==> src/rtl/julia_pixel_iterator.sv <==
// Iterates one Julia pixel (z <= z^2 + c, signed Q10.10) one step per clock until it escapes,
// c is zero, or the iteration cap is reached. The final count and z are returned on a
// valid/ready output.
module julia_pixel_iterator #(
  parameter int unsigned WIDTH      = 20,
  parameter int unsigned FRACTIONAL = 10,
  parameter int unsigned INTEGRAL   = 10,
  parameter int unsigned MAX_ITER   = 255,
  parameter int unsigned TAG_WIDTH  = 16
) (
  input  logic                 clk,
  input  logic                 n_rst,
  input  logic                 clear,
  input  logic                 in_valid,
  output logic                 in_ready,
  input  logic [WIDTH-1:0]     in_z_real,
  input  logic [WIDTH-1:0]     in_z_imag,
  input  logic [WIDTH-1:0]     in_c_real,
  input  logic [WIDTH-1:0]     in_c_imag,
  input  logic [TAG_WIDTH-1:0] in_tag,
  output logic                 out_valid,
  input  logic                 out_ready,
  output logic [7:0]           out_iter,
  output logic [WIDTH-1:0]     out_z_real,
  output logic [WIDTH-1:0]     out_z_imag,
  output logic [TAG_WIDTH-1:0] out_tag,
  output logic                 busy
);

  if (WIDTH != FRACTIONAL + INTEGRAL || FRACTIONAL != 10 || MAX_ITER < 1 || MAX_ITER > 255)
  begin : g_param_check
    $error("julia_pixel_iterator: unsupported parameter combination");
  end

  localparam int unsigned PW = 2 * WIDTH;

  localparam logic [1:0] IDLE = 2'd0;
  localparam logic [1:0] RUN  = 2'd1;
  localparam logic [1:0] DONE = 2'd2;

  // 4.0 in Q10.10 (0x1000)
  localparam logic signed [WIDTH-1:0] ESC_THRESH = WIDTH'(4 << FRACTIONAL);

  logic [1:0]                state_q, state_d;
  logic signed [WIDTH-1:0]   z_re_q, z_im_q, c_re_q, c_im_q;
  logic [7:0]                iter_q;
  logic [TAG_WIDTH-1:0]      tag_q;
  logic [7:0]                out_iter_q;
  logic [WIDTH-1:0]          out_z_re_q, out_z_im_q;
  logic [TAG_WIDTH-1:0]      out_tag_q;

  // Single-step datapath
  logic signed [PW-1:0]      p_rr, p_ii, p_ri;
  logic signed [WIDTH-1:0]   zn_re, zn_im;
  logic signed [PW-1:0]      m_rr, m_ii;
  logic signed [WIDTH-1:0]   mag;
  logic                      escape, c_zero, terminate, accept;
  logic [7:0]                iter_out;

  assign p_rr  = PW'(z_re_q) * PW'(z_re_q);
  assign p_ii  = PW'(z_im_q) * PW'(z_im_q);
  assign p_ri  = PW'(z_re_q) * PW'(z_im_q);

  assign zn_re = WIDTH'(p_rr >>> FRACTIONAL) - WIDTH'(p_ii >>> FRACTIONAL) + c_re_q;
  // 2*re*im: shifting one place less than FRACTIONAL doubles without widening the product
  assign zn_im = WIDTH'(p_ri >>> (FRACTIONAL - 1)) + c_im_q;

  assign m_rr  = PW'(zn_re) * PW'(zn_re);
  assign m_ii  = PW'(zn_im) * PW'(zn_im);
  assign mag   = WIDTH'(m_rr >>> FRACTIONAL) + WIDTH'(m_ii >>> FRACTIONAL);

  // A magnitude that wrapped negative fails the signed compare and is not an escape
  assign escape   = (mag >= ESC_THRESH);
  assign c_zero   = (c_re_q == '0) && (c_im_q == '0);
  assign iter_out = (escape || c_zero) ? iter_q : 8'(iter_q + 8'd1);

  assign terminate = (iter_out == iter_q) || (iter_out == 8'(MAX_ITER));
  assign accept    = (state_q == IDLE) && in_valid && !clear;

  always_comb begin
    state_d = state_q;
    case (state_q)
      IDLE:    if (in_valid)  state_d = RUN;
      RUN:     if (terminate) state_d = DONE;
      DONE:    if (out_ready) state_d = IDLE;
      default: state_d = IDLE;
    endcase
    if (clear) state_d = IDLE;
  end

  always_ff @(posedge clk or negedge n_rst) begin
    if (!n_rst) begin
      state_q    <= IDLE;
      z_re_q     <= '0;
      z_im_q     <= '0;
      c_re_q     <= '0;
      c_im_q     <= '0;
      iter_q     <= '0;
      tag_q      <= '0;
      out_iter_q <= '0;
      out_z_re_q <= '0;
      out_z_im_q <= '0;
      out_tag_q  <= '0;
    end else begin
      state_q <= state_d;
      if (accept) begin
        z_re_q <= in_z_real;
        z_im_q <= in_z_imag;
        c_re_q <= in_c_real;
        c_im_q <= in_c_imag;
        tag_q  <= in_tag;
        iter_q <= '0;
      end else if (state_q == RUN && !clear) begin
        z_re_q <= zn_re;
        z_im_q <= zn_im;
        iter_q <= iter_out;
        if (terminate) begin
          out_iter_q <= iter_out;
          out_z_re_q <= zn_re;
          out_z_im_q <= zn_im;
          out_tag_q  <= tag_q;
        end
      end
    end
  end

  assign in_ready   = (state_q == IDLE);
  assign busy       = (state_q == RUN);
  assign out_valid  = (state_q == DONE);
  assign out_iter   = out_iter_q;
  assign out_z_real = out_z_re_q;
  assign out_z_imag = out_z_im_q;
  assign out_tag    = out_tag_q;

endmodule

==> config.mk <==
export PLATFORM = sky130hd
export DESIGN_NAME = julia_pixel_iterator
export DESIGN_NICKNAME = d
export VERILOG_FILES = /design/src/rtl/julia_pixel_iterator.sv
export SDC_FILE = /design/constraint.sdc
export NUM_CORES = 2
export LEC_CHECK = 0
export CAP_MARGIN = 25
export CORE_ASPECT_RATIO = 1.2
export CORE_MARGIN = 2
export CORE_UTILIZATION = 45
export DETAILED_ROUTE_END_ITERATION = 16
export DONT_BUFFER_PORTS = 1
export PLACE_DENSITY = 0.7
export SLEW_MARGIN = 20
export SYNTH_ARGS = -nofsm -noshare
export SYNTH_HDL_FRONTEND = slang
export SYNTH_SLANG_ARGS = --single-unit
==> constraint.sdc <==
create_clock -name clk -period 55.4 [get_ports clk]
set_input_delay 11.08 -clock clk [delete_from_list [all_inputs] [get_ports clk]]
set_output_delay 11.08 -clock clk [all_outputs]
set_load 0.05 [all_outputs]
======== Word level (Yosys, flattened, before mapping) ========
Cells that the tools add are included.
word-level totals
  register bits ........................... 170
  input port bits ......................... 101
  output and inout port bits .............. 67
operators by class
  add/subtract/negate cells ............... 5
  multiply operators ...................... 5
  order comparisons ....................... 1
  equal/unequal tests ..................... 7
  mux-type cells .......................... 12
  bitwise logic cells ..................... 1
  reduce and logical (&&, ||, !) cells .... 13
operator list
  cell                                                                      number
  20-bit by 20-bit multiplier with 30-bit output                            4
  20-bit two-way mux                                                        4
  20-bit adder                                                              3
  20-bit logical NOT                                                        2
  20-bit by 20-bit multiplier with 29-bit output                            1
  8-bit two-way mux                                                         3
  20-bit by 14-bit >= comparator with 1-bit output (second input constant)  1
  20-bit subtractor                                                         1
  8-bit by 1-bit adder with 8-bit output (second input constant)            1
  8-bit == test                                                             1
  8-bit == test (second input constant)                                     1
  2-bit two-way mux                                                         4
  3-bit by 2-bit inequality test with 1-bit output (second input constant)  2
  2-bit case mux with 3 select lines                                        1
  3-bit AND reduction                                                       2
  1-bit logical AND                                                         4
  3-bit inequality test (second input constant)                             1
  2-bit by 1-bit == test with 1-bit output (second input constant)          1
  2-bit == test (second input constant)                                     1
  2-bit logical NOT                                                         1
  1-bit logical OR                                                          2
  2-bit nonzero test                                                        1
  1-bit logical NOT                                                         1
  1-bit inverter                                                            1

======== Longest topological paths before layout ========
  depth after elaboration ................. 13
  mapped depth ............................ 81
  depth with buffers taken out ............ 77

======== Least setup slack after synthesis ========
No wires, ideal clock.
  kind .................................... register -> register
  start point ............................. register z_im_q[10]
  end point ............................... register out_tag_q[12], in the netlist out_tag[12]
  setup time .............................. 0.125 ns
  arrival time ............................ 18.141 ns
  slack ................................... 37.135 ns
  stages on the path, launching flop included .. 74
  buffers on the path ..................... 3
  clock period less this slack ............ 18.265 ns
  cell sequence ........................... dfrtp_1 -> clkbuf_1 -> clkbuf_1 -> nand2_1 -> fa_1 -> inv_1 -> fa_1 -> fa_1 -> fa_1 -> inv_1 -> fa_1 -> inv_1 -> fa_1 -> fa_1 -> ha_1 -> o21ai_0 -> nor2_1 -> nor2_1 -> [... 38 more ...] -> xnor2_1 -> ha_1 -> nor4_1 -> nand2_1 -> a2111oi_0 -> o31ai_1 -> nor2_1 -> nor3_1 -> o41ai_1 -> xnor3_1 -> xnor2_1 -> xor3_1 -> a21oi_1 -> nand2_1 -> a211o_1 -> a211oi_4 -> buf_6 -> mux2_2
on the way
  word-level cells in the longest chain between the ends .. 11
RTL lines
  what                                                line  text
  start, declared                                     45    logic signed [WIDTH-1:0] z_re_q, z_im_q, c_re_q, c_im_q;
  start signal, assigned                              108   z_im_q <= in_z_imag;
  start signal, assigned                              115   z_im_q <= zn_im;
  20-bit by 20-bit multiplier with 30-bit output      61    assign p_ii = PW'(z_im_q) * PW'(z_im_q);
  20-bit subtractor                                   64    assign zn_re = WIDTH'(p_rr >>> FRACTIONAL) - WIDTH'(p_ii >>> FRACTIONAL) + c_re_q;
  20-bit adder                                        64
  20-bit by 20-bit multiplier with 30-bit output      68    assign m_rr = PW'(zn_re) * PW'(zn_re);
  20-bit adder *                                      70    assign mag = WIDTH'(m_rr >>> FRACTIONAL) + WIDTH'(m_ii >>> FRACTIONAL);
  20-bit by 14-bit >= comparator with 1-bit output *  73    assign escape = (mag >= ESC_THRESH);
  1-bit logical OR *                                  75    assign iter_out = (escape || c_zero) ? iter_q : 8'(iter_q + 8'd1);
  8-bit two-way mux *                                 75
  8-bit == test                                       77    assign terminate = (iter_out == iter_q) || (iter_out == 8'(MAX_ITER));
  1-bit logical OR *                                  77
  3-bit AND reduction (no line) *                     -
  end signal, assigned                                121   out_tag_q <= tag_q;
  end, declared                                       50    logic [TAG_WIDTH-1:0] out_tag_q;
Mark *: on every way between the ends. The rest lies on a longest branch, timed or not.
A chain may end at the register's enable or synchronous reset.

======== Worst setup path after layout ========
  start point ............................. register z_re_q[4]
  end point ............................... register out_tag_q[11], in the netlist out_tag[11]
on the way
  word-level cells in the longest chain between the ends .. 11
RTL lines
  what                                                line  text
  start, declared                                     45
  start signal, assigned                              107   z_re_q <= in_z_real;
  start signal, assigned                              114   z_re_q <= zn_re;
  20-bit by 20-bit multiplier with 30-bit output      60    assign p_rr = PW'(z_re_q) * PW'(z_re_q);
  20-bit subtractor                                   64
  20-bit adder                                        64
  20-bit by 20-bit multiplier with 30-bit output      68
  20-bit adder *                                      70
  20-bit by 14-bit >= comparator with 1-bit output *  73
  1-bit logical OR *                                  75
  8-bit two-way mux *                                 75
  8-bit == test                                       77
  1-bit logical OR *                                  77
  3-bit AND reduction (no line) *                     -
Marks and branches as above.

==> flow_summary.toml <==
[setup_path]
cp.arrival_ns = 22.10
slowest_stage = "a211oi_1"
worstSetupStartpointType = "flop"
slowest_delay_ns = 0.84
crit_type = "flop to flop"
endpoint_kind = "flop"
worst_path_most_repeated_cell = "fa_1"
critPathRequiredTime_ns = 55.79
crit_fanout = 33

[clock_tree]
cts_buffer_depth = 2
post_cts_resized = 0
clock_sinks = 170
cts_root_buf = "clkbuf_16"
numCtsBuffers = 17
cts_setup_buffers = 0
htreeDepth = 4
clock_latency_ns = 0.52
cts_tree = "yes"
holdBufCountCts = 0
clk_pin_slew_ns = 0.08

[yosys]
synthDistinctLibCells = 67
synth-adder-area-share_pct = 58.6
synth-seq-area-share_pct = 7.08
ys_ff_latch = 170
synth_area_per_cell_um2 = 9.53
muxShareOfSynthArea_pct = 2.13
synthArstFlopShare_pct = 100
yosys-top-cells-area = "fa_1 (48%), inv_1 (11%), ha_1 (10%)"
syn_nets = 8353
synth_top_family_by_area = "adder cells"
netlist_area_um2 = 60100
synth_xor_area_share_pct = 3.78
synthCells = 6305
synth_edf_count = 0
yosysTopAreaCellShare_pct = 48.2
yosys_warnings = 0
synth-compound-area-share_pct = 4.47
synthFlopType = "dfrtp_1"
synth-simple-area-share_pct = 11.4
yosysTopAreaCell = "fa_1"

[drt]
drc_errors = 0
viasPerCell = 5.22
drtPass1Iterations = 5
antenna_left = 0
wl_um = 159000
drt_iter0_markers = 2451
drt-wirelength-per-cell_um = 19.9
vias = 41700

[timing]
worstMarginPinSlew_ns = 1.09
skew_ns = 0.0236
timing.final.crit_share_pct = 39.2
fmax_mhz = 46.0
finalSetupViolCount = 0
rsz0062_at_grt = "no"
relSlewSlack_pct = 27.5
drv_slew = 0
hold_viol = 0
finalSetupTns_ns = 0
fin_crit_ns = 21.72

[final_layout]
drive_gt1_share_pct = 4.07
syn2layout_area_growth_pct = 4.57
utilization_pct = 47.5
fin_nets = 8231

[run_status]
status = "completed"

[floorplan]
core-area_um2 = 132000
num_rows = 146
die_area_um2 = 136000
die_x_um = 338
fp.dieH_um = 404
initial_utilization_pct = 45.4
ios = 168

[grt]
grt_max_degree = 171
grt_pass1_vias = 47600
grt-ovfl-total = 0
grt_first_pass_wirelength_um = 260000
antenna_found_initial = 25
grt_usage_pct = 24.9

[worst_hold_path]
hold_path_class = "flop to flop"

[placement]
dpl.hpwl_um = 130000
place_congestion = 0.944
io_buffer_count = 0

[flow_run]
max-cap-violations = 0
[final cells by class]
cell class / count / area [um2]
multi-input cells: 4148 / 48400
repair buffers: 92 / 691
diodes: 15 / 37.5
inverters: 1754 / 6580
flip-flops and latches: 170 / 4250
clock inverters: 14 / 229
well taps: 1776 / 2220
clock buffers: 18 / 439
fillers: 12400 / 69400
[worst paths after layout]
kind,depth (start not counted),to,slack [ns],start
max reg2reg,71,out_tag[11],33.68,z_re_q[4]
min reg2reg,2,z_re_q[1],0.50,z_re_q[1]
max in group asynchronous,0,c_re_q[6],44.74,n_rst
min,2,z_re_q[1],0.50,z_re_q[1]
max,71,out_tag[11],33.68,z_re_q[4]
min in group asynchronous,0,out_z_imag[19],10.25,n_rst
[cell usage in the layout, fill, tap and decap left out, types with 46 or more instances in the layout]
master	count
inv_1	1748
fa_1	1447
nand2_1	558
ha_1	500
and2_1	397
nor2_1	270
dfrtp_1	170
xnor2_1	166
mux2_2	100
buf_4	92
a21oi_1	88
o21ai_0	87
xor2_1	72
a21o_1	55
o21a_1	46
nor3_1	46
[through the flow]
step | instances | setup slack, ns | area, um2 | hold WS, ns
3_3_place_gp | 7940 | 34.47 | 62100 | 0.461
5_1_grt | 7978 | 32.58 | 62800 | 0.515
4_1_cts | 7972 | 33.91 | 62800 | 0.498
2_1_floorplan | 6305 | 37.13 | 60100 | 0.460
6_report | 7987 | 33.68 | 62800 | 0.498
3_5_place_dp | 7940 | 34.00 | 62100 | 0.479
[logic make-up (layout without fill, tap and decap cells)]
kind of cell / count (synthesis) / in the layout
AOI/OAI and AO/OA: 405 / 405
xor gates and xnor gates: 249 / 249
adders and majority gates: 1947 / 1947
buffers and inverters: 1987 / 1878
DFF: 170 / 170
muxes: 114 / 114
other: 0 / 15
and+or+nand+nor: 1433 / 1433
[per-layer routing]
layer	part of all wire, %	GRT usage (%)
met4	5.8	13.1
met2	51	43.0
met1	36	29.5
met5	0.12	0
met3	7.2	4.70
[worst max-delay path: cells and delay by family, from the launching register on]
| family | cells | cell delay (ns) |
|---|---|---|
| adder cells (fa/ha/maj) | 19 | 8.35 |
| AO/OA/AOI/OAI | 23 | 6.52 |
| AND/OR/NAND/NOR | 15 | 2.56 |
| XOR/XNOR | 6 | 2.13 |
| buffers and inverters | 7 | 1.18 |
| multiplexers | 1 | 0.40 |
| flip-flops | 1 | 0.36 |
[registers in the layout, indices dropped and copies added, names as in the netlist, 16 cells and up]
signal / flops
z_re_q: 20
out_z_real: 20
c_im_q: 20
z_im_q: 20
out_tag: 16
out_z_imag: 20
c_re_q: 20
tag_q: 16
[Yosys cell counts (12+ instances only)]
cell,n
o21ai_0,87
and2_1,397
a21oi_1,88
nand2_1,558
nor4_1,16
nand2b_1,33
a21o_1,55
clkbuf_1,225
inv_1,1748
mux2_1,12
mux2_2,100
nand3_1,15
nand4_1,13
fa_1,1447
nor3_1,46
xnor2_1,170
or2_2,13
o21a_1,46
ha_1,500
dfrtp_1,170
nor2_1,271
a22oi_1,37
nor2b_1,44
xor2_1,72
Power is not shown: default switching activity piles up to over one toggle a cycle in this logic, so the estimate is an artifact.
